File: src/rtl/spi_poll_scheduler.sv
// Periodic slot scheduler for a shared SPI transaction engine: one round-robin
// grant per slot, START/DONE handshake, hung-engine timeout and overrun flag.
module spi_poll_scheduler #(
  parameter int unsigned N_REQ   = 3,
  parameter int unsigned PERIOD  = 5000000,
  parameter int unsigned TIMEOUT = 50000
) (
  input  logic             i_clk,
  input  logic             i_rst,
  input  logic             i_enable,
  input  logic [N_REQ-1:0] i_req,
  output logic [N_REQ-1:0] o_gnt,
  output logic             o_spi_start,
  input  logic             i_spi_done,
  output logic             o_slot_tick,
  output logic             o_timeout_err,
  output logic             o_overrun
);

  localparam int unsigned CNT_W = $clog2(PERIOD);
  localparam int unsigned TO_W  = $clog2(TIMEOUT + 1);
  localparam int unsigned PTR_W = $clog2(N_REQ);

  typedef enum logic [2:0] {
    S_IDLE,
    S_GRANT,
    S_START,
    S_WAIT,
    S_RELEASE
  } state_t;

  state_t             r_state;
  logic [CNT_W-1:0]   r_cnt;
  logic [TO_W-1:0]    r_to_cnt;
  logic [PTR_W-1:0]   r_ptr;
  logic [PTR_W-1:0]   r_win_idx;
  logic               w_tick;
  logic               w_found;
  logic [PTR_W-1:0]   w_win_idx;
  int unsigned        w_idx;

  assign w_tick = (r_cnt == CNT_W'(PERIOD - 1));

  // Free-running slot counter; ENABLE deliberately has no effect here.
  always_ff @(posedge i_clk or posedge i_rst) begin
    if (i_rst) begin
      r_cnt       <= '0;
      o_slot_tick <= 1'b0;
    end else begin
      r_cnt       <= w_tick ? '0 : r_cnt + CNT_W'(1);
      o_slot_tick <= w_tick;
    end
  end

  // Round-robin search: walk downward so the nearest requester after r_ptr wins.
  always_comb begin
    w_found   = 1'b0;
    w_win_idx = r_ptr;
    w_idx     = 0;
    for (int unsigned i = N_REQ; i >= 1; i--) begin
      w_idx = (int'(r_ptr) + i) % N_REQ;
      if (|(i_req & (N_REQ'(1) << w_idx))) begin
        w_found   = 1'b1;
        w_win_idx = PTR_W'(w_idx);
      end
    end
  end

  always_ff @(posedge i_clk or posedge i_rst) begin
    if (i_rst) begin
      r_state       <= S_IDLE;
      r_to_cnt      <= '0;
      r_ptr         <= PTR_W'(N_REQ - 1);
      r_win_idx     <= '0;
      o_gnt         <= '0;
      o_spi_start   <= 1'b0;
      o_timeout_err <= 1'b0;
      o_overrun     <= 1'b0;
    end else begin
      o_spi_start   <= 1'b0;
      o_timeout_err <= 1'b0;
      o_overrun     <= w_tick && (r_state != S_IDLE);
      case (r_state)
        S_IDLE: begin
          if (w_tick && i_enable && w_found) begin
            r_win_idx <= w_win_idx;
            r_state   <= S_GRANT;
          end
        end
        S_GRANT: begin
          o_gnt   <= N_REQ'(1) << r_win_idx;
          r_state <= S_START;
        end
        S_START: begin
          o_spi_start <= 1'b1;
          r_to_cnt    <= '0;
          r_state     <= S_WAIT;
        end
        S_WAIT: begin
          r_to_cnt <= r_to_cnt + TO_W'(1);
          if (i_spi_done) begin
            r_state <= S_RELEASE;
          end else if (r_to_cnt == TO_W'(TIMEOUT - 1)) begin
            o_timeout_err <= 1'b1;
            r_state       <= S_RELEASE;
          end
        end
        S_RELEASE: begin
          o_gnt   <= '0;
          r_ptr   <= r_win_idx;
          r_state <= S_IDLE;
        end
        default: r_state <= S_IDLE;
      endcase
    end
  end

endmodule
File: config.mk
export PLATFORM = sky130hd
export DESIGN_NAME = spi_poll_scheduler
export DESIGN_NICKNAME = d
export VERILOG_FILES = /design/src/rtl/spi_poll_scheduler.sv
export SDC_FILE = /design/constraint.sdc
export NUM_CORES = 1
export LEC_CHECK = 0
export ABC_AREA = 1
export BUFFER_PORTS_ARGS = -buffer_cell sky130_fd_sc_hd__buf_2
export CORE_UTILIZATION = 40
export CTS_CLUSTER_SIZE = 30
export DETAILED_ROUTE_END_ITERATION = 7
export MAX_ROUTING_LAYER = met4
export PLACE_DENSITY = 0.59
export SLEW_MARGIN = 20
export SYNTH_ARGS = -nofsm -noshare
export SYNTH_HDL_FRONTEND = slang
export SYNTH_SLANG_ARGS = --single-unit
File: constraint.sdc
create_clock -name i_clk -period 4.1 [get_ports i_clk]
set_input_delay 1.025 -clock i_clk [delete_from_list [all_inputs] [get_ports i_clk]]
set_output_delay 1.025 -clock i_clk [all_outputs]
set_load 0.02 [all_outputs]
* Word level (Yosys, flattened, before mapping)
Index checks and enable logic that the tools add are counted.
** Storage, ports and cells
- Logic and storage cells :: 62
- RAM bits :: 0
- ROM bits :: 0
- Bits in latches :: 0
- Memories kept :: 0
- Register bits after elaboration :: 53
- Bits of input ports :: 7
- Output and inout bits :: 7
** Operators by class
- Bitwise logic cells :: 3
- Multiplexer cells :: 17
- Add/sub/neg operators :: 5
- Shift operators :: 4
- Div/mod/pow operators :: 3
- Equality and inequality tests :: 8
- Magnitude comparators :: 0
- Reduce and logical (&&, ||, !) cells :: 12
- $mul :: 0
** Operators with widths (count)
- $mod A32 B2 Y32 const B :: 3
- $shl A1 B32 Y3 const A :: 3
- $pmux W16 S2 :: 1
- $add A23 B1 Y23 const B :: 1
- $eq A23 B23 Y1 const B :: 1
- $mux W23 :: 1
- $add A16 B1 Y16 const B :: 1
- $eq A16 B16 Y1 const B :: 1
- $pmux W3 S4 :: 1
- $and A3 B3 Y3 :: 3
- $mux W3 :: 3
- $reduce_or A3 Y1 :: 3
- $mux W1 :: 7
- $add A2 B2 Y3 const B :: 2
- $eq A3 B2 Y1 const B :: 2
- $mux W2 :: 3
- $pmux W3 S2 :: 1
- $reduce_and A2 Y1 :: 2
- $reduce_bool A2 Y1 :: 2
- $add A2 B1 Y3 const B :: 1
- $eq A3 B1 Y1 const B :: 1
- $eq A3 B3 Y1 const B :: 1
- $logic_and A1 B1 Y1 :: 3
- $logic_not A3 Y1 :: 1
- other kinds (4) :: 4

* Longest topological paths before layout
- Depth in word-level cells :: 11
- Depth in mapped cells :: 10
- Gate-level depth less buffers :: 10

* Worst setup path after synthesis
Ideal clock, no wire load.
- Path kind :: input -> register
- Start point :: input port i_req[1]
- End point :: register r_state[0]
- Cell stages on the path :: 7
- Required time :: 3981 ps
- Library setup time :: 119 ps
- Arrival time :: 1656 ps
- Buffers on the path :: 0
- Path slack :: 2325 ps
- Cells stage by stage :: nand2_1 > nand2_1 > nor2_1 > nand3_1 > nand2_1 > o21ai_1 > and2_1
** Between the ends
- Longest elaborated chain between the ends :: 8
- Elaborated cells between the ends (all ways) :: 12
- Those cells by class :: eq/ne: 1; mux: 3; bitwise: 3; reduce/logical: 5
** Ends and longest elaborated chain
- from (decl) :: line 11 : input logic [N_REQ-1:0] i_req,
- $and A3 B3 Y3 :: line 62 : if (|(i_req & (N_REQ'(1) << w_idx))) begin
- $reduce_or A3 Y1 :: line 62
- $mux W1 (2 in series) :: line 62
- $mux W1 * :: line 62
- $logic_and A1 B1 Y1 * :: line 85 : if (w_tick && i_enable && w_found) begin
- $ne A2 B2 Y1 (no source line) *
- $reduce_and A2 Y1 (no source line) *
- to (signal assigned) :: line 71 : r_state <= S_IDLE;
- to (signal assigned) :: line 87 : r_state <= S_GRANT;
- to (signal assigned) :: line 92 : r_state <= S_START;
- to (decl) :: line 32 : state_t r_state;
Mark *: on every way between the ends. The rest lies on a longest branch, timed or not.
A chain may end at the register's enable or synchronous reset.

* Final worst setup path
- Start point :: register o_gnt[1]
- End point :: output port o_gnt[1]
** RTL lines
- from (decl) :: line 12 : output logic [N_REQ-1:0] o_gnt,
- from (signal assigned) :: line 91 : o_gnt <= N_REQ'(1) << r_win_idx;
No word-level cell between the ends.

==> results.py <==
metrics = {
    "die": {
        "row_count": 31,
        "die_h_um": 88.8,
        "io-pin-count": 14,
        "fp.dieW_um": 88.8,
        "fp.coreArea_um2": 7250,
        "die-area_um2": 7880,
        "start_util_pct": 41.5,
    },
    "cells_and_area": {
        "multi_input_area_um2": 1450,
        "n_antenna_cell": 0,
        "drive_gt1_share_pct": 9.18,
        "seq_area_um2": 1330,
        "nNetsFinal": 437,
        "nFillCells": 766,
        "fin_util_pct": 45.4,
        "area_delta_synth_final_pct": 9.35,
    },
    "sta": {
        "clock_skew_ns": 0.0103,
        "hold_viol": 0,
        "drv_slew": 0,
        "finalSetupTns_ns": 0,
        "setup_violations": 0,
        "fin_crit_ns": 1.90,
        "slew_headroom_pct": 44.3,
        "worstMarginPinSlew_ns": 0.835,
        "fmax_mhz": 525,
        "period_share_pct": 46.4,
        "layout_setup_ws_ns": 2.20,
        "rsz0062_at_grt": "no",
    },
    "routing": {
        "drtPass1Iterations": 4,
        "routedWlPerCell_um": 12.6,
        "ant_nets": 0,
        "routed_wl_um": 6600,
        "num_vias": 2549,
        "drc": 0,
        "drt-initial-drc-count": 89,
        "viasPerCell": 4.86,
    },
    "setup_path": {
        "regToRegSetupSlack_ns": 2.24,
        "critPathLaunchType": "flip-flop",
        "path_class": "flip-flop to output pin",
        "cp_max_fo": 2,
        "path_cells": "buf_2",
        "cp_slowest_cell": "dfrtp_1",
        "r2r_cells": 5,
        "path_delay_family": "flip-flops",
        "cp.buffers_inverters": 1,
        "crit_path_max_incr_delay_ns": 0.40,
        "worst-path-stages": 1,
        "arrival_ns": 0.88,
        "end_kind": "output pin",
        "required_ns": 3.07,
    },
    "power_and_ir_drop": {
        "power_frac_seq_pct": 60.8,
        "powerDensity_nw_per_um2": 261,
        "p_leak_nw": 1.62,
        "finalPower_uw": 859,
        "p_int_uw": 652,
        "swShare_pct": 24.2,
        "power_frac_clock_pct": 36.6,
        "combPwrFrac_pct": 2.6,
        "p_sw_uw": 208,
        "ir_drop_v": 0.000120,
    },
    "place": {
        "place_ws_ns": 2.02,
        "place.gp.congestion": 0.845,
        "dpl.hpwl_um": 4900,
        "numPortBuffers": 13,
    },
    "synth": {
        "yosysUniqueCellTypes": 31,
        "synth_edf_count": 0,
        "syn_inst": 405,
        "yosys.area.top_type_share_pct": 43.2,
        "postSynthAreaPerCell_um2": 7.43,
        "postSynth.asyncResetShare_pct": 100,
        "synth-main-ff-cell": "dfrtp_1",
        "ys_ff_latch": 53,
        "syn_nets": 418,
        "yosysSeqAreaShare_pct": 44.1,
        "yosysWarnings": 0,
        "netlist_top_cells_area": "dfrtp_1 (43%), nand2_1 (12%), nor2_1 (7.5%), inv_1 (7.4%), nand3_1 (5.5%)",
        "synthMostInstantiatedCell": "nand2_1",
        "synth_area_um2": 3010,
        "synth.top_cells.by_count": "nand2_1 (98), nor2_1 (60), inv_1 (59)",
        "yosys.area.top_type": "dfrtp_1",
    },
    "cts": {
        "cts_resized": 0,
        "numCtsBuffers": 5,
        "root_buffer": "clkbuf_8",
        "h-tree-depth": 2,
        "clockBufferDepth": 2,
        "cts_tree": "yes",
        "clk_latency_ns": 0.32,
        "cts_setup_buffers": 0,
        "cts_hold_buf": 0,
        "cts.reportedPaths.clkPinSlew_ns": 0.11,
        "clock_sinks": 53,
    },
    "grt": {
        "grt_pass1_vias": 2343,
        "antenna_found_initial": 0,
        "grt_max_degree": 41,
        "grt_pass1_wl_um": 11000,
        "grt_use_total_pct": 18.9,
        "grt_overflow": 0,
    },
    "run": {
        "drv_cap": 0,
    },
    "outcome": {
        "status": "completed",
    },
    "worst_hold_path": {
        "hold_class": "flip-flop to flip-flop",
        "hold-path-cell-count": 2,
    },
}
cell type report:
type                    instances  area share [%]
flip-flops and latches         53            40.3
repair buffers                 14            2.20
clock buffers                   5            2.09
inverters                      61            6.96
well taps                      99            3.76
multi-input cells             289            43.9
clock inverters                 3           0.760
kinds of logic after synthesis:
logic type,synth area share (%)
fa+ha+maj,2.49
compound gates,6.86
buf+inv,7.90
xor+xnor,5.24
flops,44.1
simple gates,33.4
final timing paths:
check | start | endpoint
worst max-delay path | o_gnt[1] | o_gnt[1]
worst min-delay path | r_win_idx[0] | r_win_idx[0]
worst max register to register | r_state[2] | r_to_cnt[6]
worst min register to register | r_win_idx[0] | r_win_idx[0]
max in group asynchronous | i_rst | r_ptr[1]
min in group asynchronous | i_rst | r_to_cnt[2]
worst min-delay path, cell delays in order (launching register included):
cell and delay, ns:
dfrtp_1 0.37, nand2_1 0.06, nand2_1 0.06
cell usage in the layout (no fill, tap or decap), types with 2 or more instances in the layout:
master / count
nand2_1: 98
nor2_1: 60
inv_1: 58
dfrtp_1: 52
nand3_1: 33
o21ai_0: 20
nand4_1: 13
buf_2: 13
xor2_1: 12
nor3_1: 9
a21oi_1: 8
xnor2_1: 6
ha_1: 6
clkbuf_8: 5
nand2_2: 4
inv_2: 3
nand3_2: 2
o21ai_1: 2
nor2_4: 2
or2_2: 2
a31oi_1: 2
o22ai_1: 2
power by group through the flow:
stage	Clock, mW	Combinational, mW	Sequential (mW)
floorplan	0	0.0137	0.533
global placement	0	0.0228	0.533
detailed placement	0	0.0232	0.533
CTS	0.327	0.0232	0.522
global route	0.350	0.0265	0.523
finish	0.315	0.0221	0.522
per-stage QoR:
stage	cell area, um2	hold WS, ns	cells
global placement	3200	0.473	516
global route	3290	0.542	524
detailed placement	3200	0.493	516
finish	3290	0.509	524
floorplan	3010	0.449	405
CTS	3290	0.521	524
registers in the layout (all words and copies together) (netlist names):
register / cells
r_to_cnt: 16
o_timeout_err: 1
o_spi_start: 1
r_ptr: 2
o_gnt: 3
r_cnt: 23
r_win_idx: 2
o_slot_tick: 1
o_overrun: 1
r_state: 3
per-layer routing:
layer  wire, um  track usage (%)  vias to the layer above
met1       3310             24.4                     1194
met3        167             3.17                        6
met5          0                -                        -
met4         71             4.84                        0
li1           -                -                     1322
met2       3050             30.8                       27
(Power assumes the default switching activity.)
